==> src/rtl/mem_access_ctrl.sv <==
// mem_access_ctrl: MEM-stage load/store initiator for a big-endian byte-lane bus.
// Optional feature: define MEM_ALIGN_CHECK_EN to trap misaligned half/word accesses.
module mem_access_ctrl #(
    parameter int unsigned WAIT_CYCLES = 1
) (
    input  logic        clk,
    input  logic        rst,
    input  logic        req_i,
    input  logic [2:0]  op_i,
    input  logic [31:0] addr_i,
    input  logic [31:0] wdata_i,
    output logic        stall_o,
    output logic        ready_o,
    output logic [31:0] rdata_o,
    output logic        excp_o,
    output logic        mem_ce_o,
    output logic        mem_we_o,
    output logic [31:0] mem_addr_o,
    output logic [3:0]  mem_sel_o,
    output logic [31:0] mem_data_o,
    input  logic [31:0] mem_data_i
);

    typedef enum logic [1:0] {
        IDLE,
        ACCESS,
        DONE
    } state_t;

    state_t      state, state_nxt;
    logic [3:0]  cnt;
    logic [2:0]  op_q;
    logic [31:0] addr_q;
    logic [31:0] wdata_q;
    logic [31:0] rdata_q;
    logic        excp_q;

    logic        misaligned;
    logic        sz_byte, sz_half, is_store, sgn;
    logic        last;
    logic [3:0]  sel;
    logic [31:0] wlanes;
    logic [7:0]  lane_b;
    logic [15:0] lane_h;
    logic [31:0] load_val;

`ifdef MEM_ALIGN_CHECK_EN
    // Halfwords need addr[0]=0, words need addr[1:0]=00
    always_comb begin
        misaligned = 1'b0;
        case (op_i)
            3'b010, 3'b011, 3'b110: misaligned = addr_i[0];
            3'b100, 3'b111:         misaligned = |addr_i[1:0];
            default:                misaligned = 1'b0;
        endcase
    end
`else
    assign misaligned = 1'b0;
`endif

    // Decode the latched opcode into size, direction and signedness
    always_comb begin
        sz_byte  = 1'b0;
        sz_half  = 1'b0;
        is_store = 1'b0;
        sgn      = 1'b0;
        case (op_q)
            3'b000: begin sz_byte = 1'b1; sgn = 1'b1; end
            3'b001: sz_byte = 1'b1;
            3'b010: begin sz_half = 1'b1; sgn = 1'b1; end
            3'b011: sz_half = 1'b1;
            3'b100: sgn = 1'b0;
            3'b101: begin sz_byte = 1'b1; is_store = 1'b1; end
            3'b110: begin sz_half = 1'b1; is_store = 1'b1; end
            default: is_store = 1'b1;
        endcase
    end

    // Big-endian lane selection, write replication and load extension
    always_comb begin
        if (sz_byte) begin
            sel = 4'b1000 >> addr_q[1:0];
        end else if (sz_half) begin
            sel = addr_q[1] ? 4'b0011 : 4'b1100;
        end else begin
            sel = 4'b1111;
        end
        if (sz_byte) begin
            wlanes = {4{wdata_q[7:0]}};
        end else if (sz_half) begin
            wlanes = {2{wdata_q[15:0]}};
        end else begin
            wlanes = wdata_q;
        end
        case (addr_q[1:0])
            2'b00:   lane_b = mem_data_i[31:24];
            2'b01:   lane_b = mem_data_i[23:16];
            2'b10:   lane_b = mem_data_i[15:8];
            default: lane_b = mem_data_i[7:0];
        endcase
        lane_h = addr_q[1] ? mem_data_i[15:0] : mem_data_i[31:16];
        if (sz_byte) begin
            load_val = {{24{sgn & lane_b[7]}}, lane_b};
        end else if (sz_half) begin
            load_val = {{16{sgn & lane_h[15]}}, lane_h};
        end else begin
            load_val = mem_data_i;
        end
    end

    assign last = (cnt == 4'd1);

    // Next-state logic and bus/handshake outputs
    always_comb begin
        state_nxt  = state;
        stall_o    = 1'b0;
        ready_o    = 1'b0;
        mem_ce_o   = 1'b0;
        mem_we_o   = 1'b0;
        mem_addr_o = 32'd0;
        mem_sel_o  = 4'd0;
        mem_data_o = 32'd0;
        case (state)
            IDLE: begin
                stall_o = req_i & rst;
                if (req_i) begin
                    state_nxt = misaligned ? DONE : ACCESS;
                end
            end
            ACCESS: begin
                stall_o    = 1'b1;
                mem_ce_o   = 1'b1;
                mem_we_o   = is_store;
                mem_addr_o = {addr_q[31:2], 2'b00};
                mem_sel_o  = sel;
                mem_data_o = wlanes;
                if (last) begin
                    state_nxt = DONE;
                end
            end
            DONE: begin
                ready_o   = 1'b1;
                state_nxt = IDLE;
            end
            default: state_nxt = IDLE;
        endcase
    end

    // State, wait counter, request latch and result registers
    always_ff @(posedge clk or negedge rst) begin
        if (!rst) begin
            state   <= IDLE;
            cnt     <= 4'd0;
            op_q    <= 3'd0;
            addr_q  <= 32'd0;
            wdata_q <= 32'd0;
            rdata_q <= 32'd0;
            excp_q  <= 1'b0;
        end else begin
            state <= state_nxt;
            if (state == IDLE && req_i) begin
                op_q    <= op_i;
                addr_q  <= addr_i;
                wdata_q <= wdata_i;
                rdata_q <= 32'd0;
                excp_q  <= misaligned;
                cnt     <= misaligned ? 4'd0 : 4'(WAIT_CYCLES);
            end else if (state == ACCESS) begin
                cnt <= cnt - 4'd1;
                if (last) begin
                    rdata_q <= is_store ? 32'd0 : load_val;
                end
            end
        end
    end

    assign rdata_o = rdata_q;
    assign excp_o  = excp_q;

endmodule

==> config.mk <==
export PLATFORM = sky130hd
export DESIGN_NAME = mem_access_ctrl
export DESIGN_NICKNAME = d
export VERILOG_FILES = /design/src/rtl/mem_access_ctrl.sv
export SDC_FILE = /design/constraint.sdc
export NUM_CORES = 1
export LEC_CHECK = 0
export ABC_AREA = 1
export CAP_MARGIN = 20
export CORE_MARGIN = 8
export CORE_UTILIZATION = 24
export DETAILED_ROUTE_END_ITERATION = 10
export SYNTH_ARGS = -nofsm -noshare
export SYNTH_HDL_FRONTEND = slang
export SYNTH_SLANG_ARGS = --single-unit
==> constraint.sdc <==
create_clock -name clk -period 2.2 [get_ports clk]
set_input_delay 0.66 -clock clk [delete_from_list [all_inputs] [get_ports clk]]
set_output_delay 0.66 -clock clk [all_outputs]
set_load 0.005 [all_outputs]
* After elaboration in Yosys (flattened, before gate mapping)
Index checks and enable logic that the tools add are counted.
** Word-level totals
- Register bits :: 105
- Input bits :: 102
- Output and inout port bits :: 105
- Logic and storage cells :: 65
** Operators by class
- $add $sub $neg :: 1
- Eq/ne operators :: 13
- Shifts and indexed selects :: 1
- Mux-type cells :: 29
- Bitwise operators :: 3
- Reduce and logical (&&, ||, !) cells :: 12
** Operators with widths (number)
- 2-to-1 mux 32 bit :: 10
- 2-to-1 mux 4 bit :: 6
- one-hot mux 8 bit (3 select lines) :: 1
- 2-to-1 mux 16 bit :: 1
- equality test 3 bit (second input constant) :: 3
- 2-to-1 mux 1 bit :: 7
- equality test 3 x 2 -> 1 bit (second input constant) :: 2
- OR reduction 3 bit :: 2
- OR reduction 5 bit :: 1
- equality test 2 x 1 -> 1 bit (second input constant) :: 2
- equality test 2 bit (second input constant) :: 2
- equality test 4 x 1 -> 1 bit (second input constant) :: 1
- zero test 2 bit :: 2
- 2-to-1 mux 2 bit :: 2
- != test 2 bit (second input constant) :: 2
- one-hot mux 2 bit (2 select lines) :: 1
- AND reduction 2 bit :: 2
- nonzero test 2 bit :: 2
- >> shifter 4 x 2 -> 4 bit (first input constant) :: 1
- subtractor 4 x 1 -> 4 bit (second input constant) :: 1
- bitwise AND 1 bit :: 3
- equality test 3 x 1 -> 1 bit (second input constant) :: 1
- zero test 3 bit :: 1
- one-hot mux 1 bit (2 select lines) :: 1
- other kinds (2) :: 2

* Longest topological paths before layout
- Depth after elaboration :: 10
- Mapped depth :: 11
- Gate-level depth less buffers :: 10

* Worst setup path after synthesis
No wires, ideal clock.
- Kind :: register to output
- From :: register op_q[2]
- To :: output port mem_data_o[22]
- Arrival time :: 1.261 ns
- Data required time :: 1.540 ns
- Slack :: 0.279 ns
- Stages on the path, launching flop included :: 8
- Path buffers :: 2
- Path through :: dfrtp_1 -> nand2_2 -> nand2_1 -> buf_4 -> nand2_2 -> buf_2 -> o21ai_0 -> a21oi_1
** On the way
- Longest elaborated chain between the ends :: 6
- Elaborated cells on any way between the ends :: 13
- Those cells by class :: 5 x eq/ne; 5 x mux; 3 x reduce/logical
** Ends and longest elaborated chain
- start, declared :: line 32 : logic [2:0] op_q;
- start signal, assigned :: line 162 : op_q <= op_i;
- equality test 3 x 2 -> 1 bit or equality test 3 bit (tied branches) :: line 67 : case (op_q)
- OR reduction 3 bit (no source line)
- 2-to-1 mux 1 bit :: line 67
- 2-to-1 mux 32 bit :: line 90 : end else if (sz_half) begin
- 2-to-1 mux 32 bit * :: line 88 : if (sz_byte) begin
- 2-to-1 mux 32 bit * :: line 123 : case (state)
- end, declared :: line 20 : output logic [31:0] mem_data_o,
Mark *: on every way between the ends. The rest lies on a longest branch, timed or not.

* Worst setup path in the final report
- From :: register op_q[0]
- To :: output port mem_data_o[31]
The elaborated chain is that of the path after synthesis.

==> summary.md <==
| Metric | Value |
|---|---|
| Outcome | `finished with violations` |
| Failing checks | `negative setup slack` |
| CTS root buf | `clkbuf_16` |
| Reg-to-reg endpoint | `op_q[0]$_DFFE_PN0P_` |
| Largest family of logic cells by synthesized area | `simple AND/OR/NAND/NOR gates` |
| Grt met2 use | `between 20% and 30%` |
| Via count of the first global-routing pass | `between 6,000 and 7,000` |
| Worst flop-to-flop path startpoint | `op_q[0]$_DFFE_PN0P_` |
| Setup repair after global routing missed its margin | `true` |
| Slowest stage delay, CP | `around 0.44 ns` |
| Fraction of synthesized cell area in xor and xnor cells | `0%` |
| Path type of the worst setup path | `reg2out` |
| CP Max Fanout | `4` |
| Number of antenna violations at the first check in global routing | `0` |
| Wire length of the first global-routing pass | `between 30,000 and 40,000 um` |
| Number of DRC markers after the initial detailed-route iteration | `322` |
| Critical-path cell list | `buf_6 -> nand2_4 -> nand2_4 -> nand2_4 -> buf_6 -> buf_6 -> nand2_2 -> o21ai_2 -> a21oi_1 -> buf_2` |
| Vias per inst | `approximately 4.4` |
| Initial Util | `24.3%` |
| Via count | `~6,000` |
| Startpoint type of the worst setup path | `register` |
| # diodes | `0` |
| Synthesized instance count | `~800` |
| Detailed Place HPWL | `15,400 um` |
| Reg2Reg Depth | `15` |
| Worst path slowest cell | `dfrtp_1` |
| Pre-CTS setup slack | `-0.242 ns` |
| Count of distinct cell types in the synthesized netlist | `25` |
| Leakage power figure | `4.62 nW` |
| Average cell area after synthesis | `between 7 and 8 sq um` |
| Setup TNS | `-5.09 ns` |
| Post-synthesis compound-gate area fraction | `just under 9%` |
| Standard cell core area | `approximately 23,000 sq um` |
| Hold buffer count at CTS | `0` |
| Number of H-tree branching levels | `3` |
| Maximum clock frequency | `between 0.4 and 0.5 GHz` |
| Hold Path Class | `in2async` |
| Number of pins exceeding their max-slew limit in the final report | `0` |
| Drt total wl | `roughly 22,000 um` |
| Maximum clock insertion buffer count | `2` |
| Post-Synth Simple-Gate Area | `34.3%` |
| Worst Max-Slew Pin Slew | `roughly 0.63 ns` |
| Req. time, crit path | `between 1.5 and 2 ns` |
| Most used flip-flop cell after synthesis | `dfrtp_1` |
| Share of async-settable or async-resettable flops after synthesis | `100%` |
| Post-synthesis adder-cell area fraction | `less than 1%` |
| Antenna-violating nets left | `0` |
| Final critical-path required period | `2.44 ns` |
| Post-synth design cell area | `5670 sq um` |
| Met3 usage | `4.84%` |
| Leading cell type in the layout, fill and taps excluded | `nand2_1` |
| Part of the cycle the worst path needs | `111%` |
| Number of iterations in the first detailed-routing pass | `6` |
| Ys Warns | `0` |
| FF-to-FF setup slack | `roughly 0.13 ns` |
| Cell Pwr Density | `1550 nW/um^2` |
| Clock-pin slew on the worst setup and hold paths | `roughly 0.080 ns` |
| Max-slew headroom | `a little under 60%` |
| Worst setup slack after layout | `-0.242 ns` |
| Largest net degree at the start of global routing | `around 110` |
| Area growth from synthesis to layout | `60.8%` |
| Final setup fails | `29` |
| DIE AREA | `between 20,000 and 30,000 sq um` |
| Number of enable flip-flop cells after synthesis | `0` |
| Global router's overall resource usage | `between 10 and 15%` |
| Critical path capture point type | `output port` |
| CTS sink cnt | `105` |
| Drt wl/cell | `between 15 and 20 um` |
| Data arrival time of the worst path | `roughly 1.8 ns` |
| Most Crowded Layer GR | `met2` |
| Clock tree skew after final layout | `about 0.0073 ns` |
| Register bit count reported by yosys | `105` |
| DRC Markers | `0` |
| Commonest cells after routing, fill and taps aside | `nand2_1, clkdlybuf4s50_1, dfrtp_1` |
| Clock buffer count from CTS | `9` |
| Grt ovf | `0` |
| VDD IR max | `about 0.00085 V` |
| Clock latency at the later pin of the worst-skew pair | `roughly 0.36 ns` |
| Sequential fraction of the synthesis area | `a little under half` |
| Number of port buffers | `203` |
| Total count of hold-check failures in the final report | `0` |
| Std-Cell Rows | `56` |
| Die Ht | `170 um` |
| Maximum capacitance violations | `0` |
| Multiplexer share of the synthesized area | `0%` |
| Die outline width | `about 170 um` |
| CTS tree | `built` |
| Layout cell share with drive strength beyond 1 | `between 20 and 25%` |
| Layout net count | `~1,200` |
| Met1 Usage GRT | `a little under a fifth` |
| Number of I/O pins | `slightly above 200` |
| Routability congestion estimate from global placement | `0.895` |
[how the worst max path moves through the flow]
stage | to | from | cells past startpoint | slack, ns
4_1_cts | mem_data_o[30] | op_q[0]$_DFFE_PN0P_ | 10 | -0.25
6_report | mem_data_o[31] | op_q[0]$_DFFE_PN0P_ | 10 | -0.24
3_3_place_gp | stall_o | req_i | 4 | -0.24
3_5_place_dp | stall_o | req_i | 4 | -0.24
2_1_floorplan | mem_data_o[22] | op_q[2]$_DFFE_PN0P_ | 7 | 0.28
5_1_grt | mem_data_o[26] | op_q[0]$_DFFE_PN0P_ | 10 | -0.34
[logic make-up after synthesis]
kind of cell,after synthesis
AND/OR/NAND/NOR,471
adder cells (fa/ha/maj),2
flip-flops,105
other,1
AO/OA/AOI/OAI,101
buffers and inverters,121
[critical path, delay by kind of cell, from the launching register on]
family | cells | cell delay [ns]
flip-flops | 1 | 0.44
AO/OA/AOI/OAI | 2 | 0.18
buffers and inverters | 4 | 0.52
AND/OR/NAND/NOR | 4 | 0.27
[sequential cells by signal, indices dropped and copies added, names as in the netlist]
name	flops
addr_q	32
rdata_o	32
cnt	4
state	2
wdata_q	32
op_q	3
[through the flow]
step	instance area, sq um	instances	hold slack, ns	utilization [%]	total power, mW
after floorplan	5680	803	0.364	-	7.22
after global placement	8220	1320	0.462	35.2	10.9
after detailed placement	8220	1320	0.463	35.2	11.0
after CTS	8870	1367	0.430	38.0	13.5
after global routing	9120	1381	0.446	39.1	15.4
final	9120	1381	0.336	39.1	14.2
[synthesized netlist by cell type, types with 4 or more instances]
cell | number | area, sq um
a21oi_1 | 34 | 170
buf_2 | 19 | 95.1
buf_4 | 7 | 52.6
buf_6 | 4 | 45.0
clkbuf_1 | 16 | 60.1
dfrtp_1 | 105 | 2630
inv_1 | 69 | 259
nand2_1 | 315 | 1180
nand2_2 | 6 | 37.5
nand3_1 | 39 | 195
nand3b_1 | 8 | 60.1
nand4_1 | 16 | 100
nor2_1 | 81 | 304
o21ai_0 | 60 | 300
o21ai_1 | 6 | 30.0
[power breakdown]
group / internal, mW / leakage (nW) / switching, mW
clock: 0.804 / 0.140 / 0.856
combinational: 4.26 / 3.15 / 4.81
sequential: 2.83 / 1.33 / 0.605
total: 7.90 / 4.62 / 6.27
[metal layers]
layer  wire length [um]  up-vias
met5                  0        -
met4                256        0
li1                   -     2999
met2               9990      200
met3               1840       22
met1               9560     2799
[timing repair]
item	4_1_cts	5_1_grt
cloned	2	1
endpoints found under the setup margin	70	54
gates resized for setup	270	136
buffers inserted	30	18
pin swaps	15	19
hold endpoints to repair	0	0
[cell type report]
cell class              instances  area, sq um
fillers                      2423        14200
multi-input cells             577         2840
repair buffers                292         2670
flip-flops and latches        105         2630
well taps                     319          399
inverters                      72          275
clock buffers                   9          225
clock inverters                 7         76.3
No activity file was read; power rests on OpenSTA's default activity.
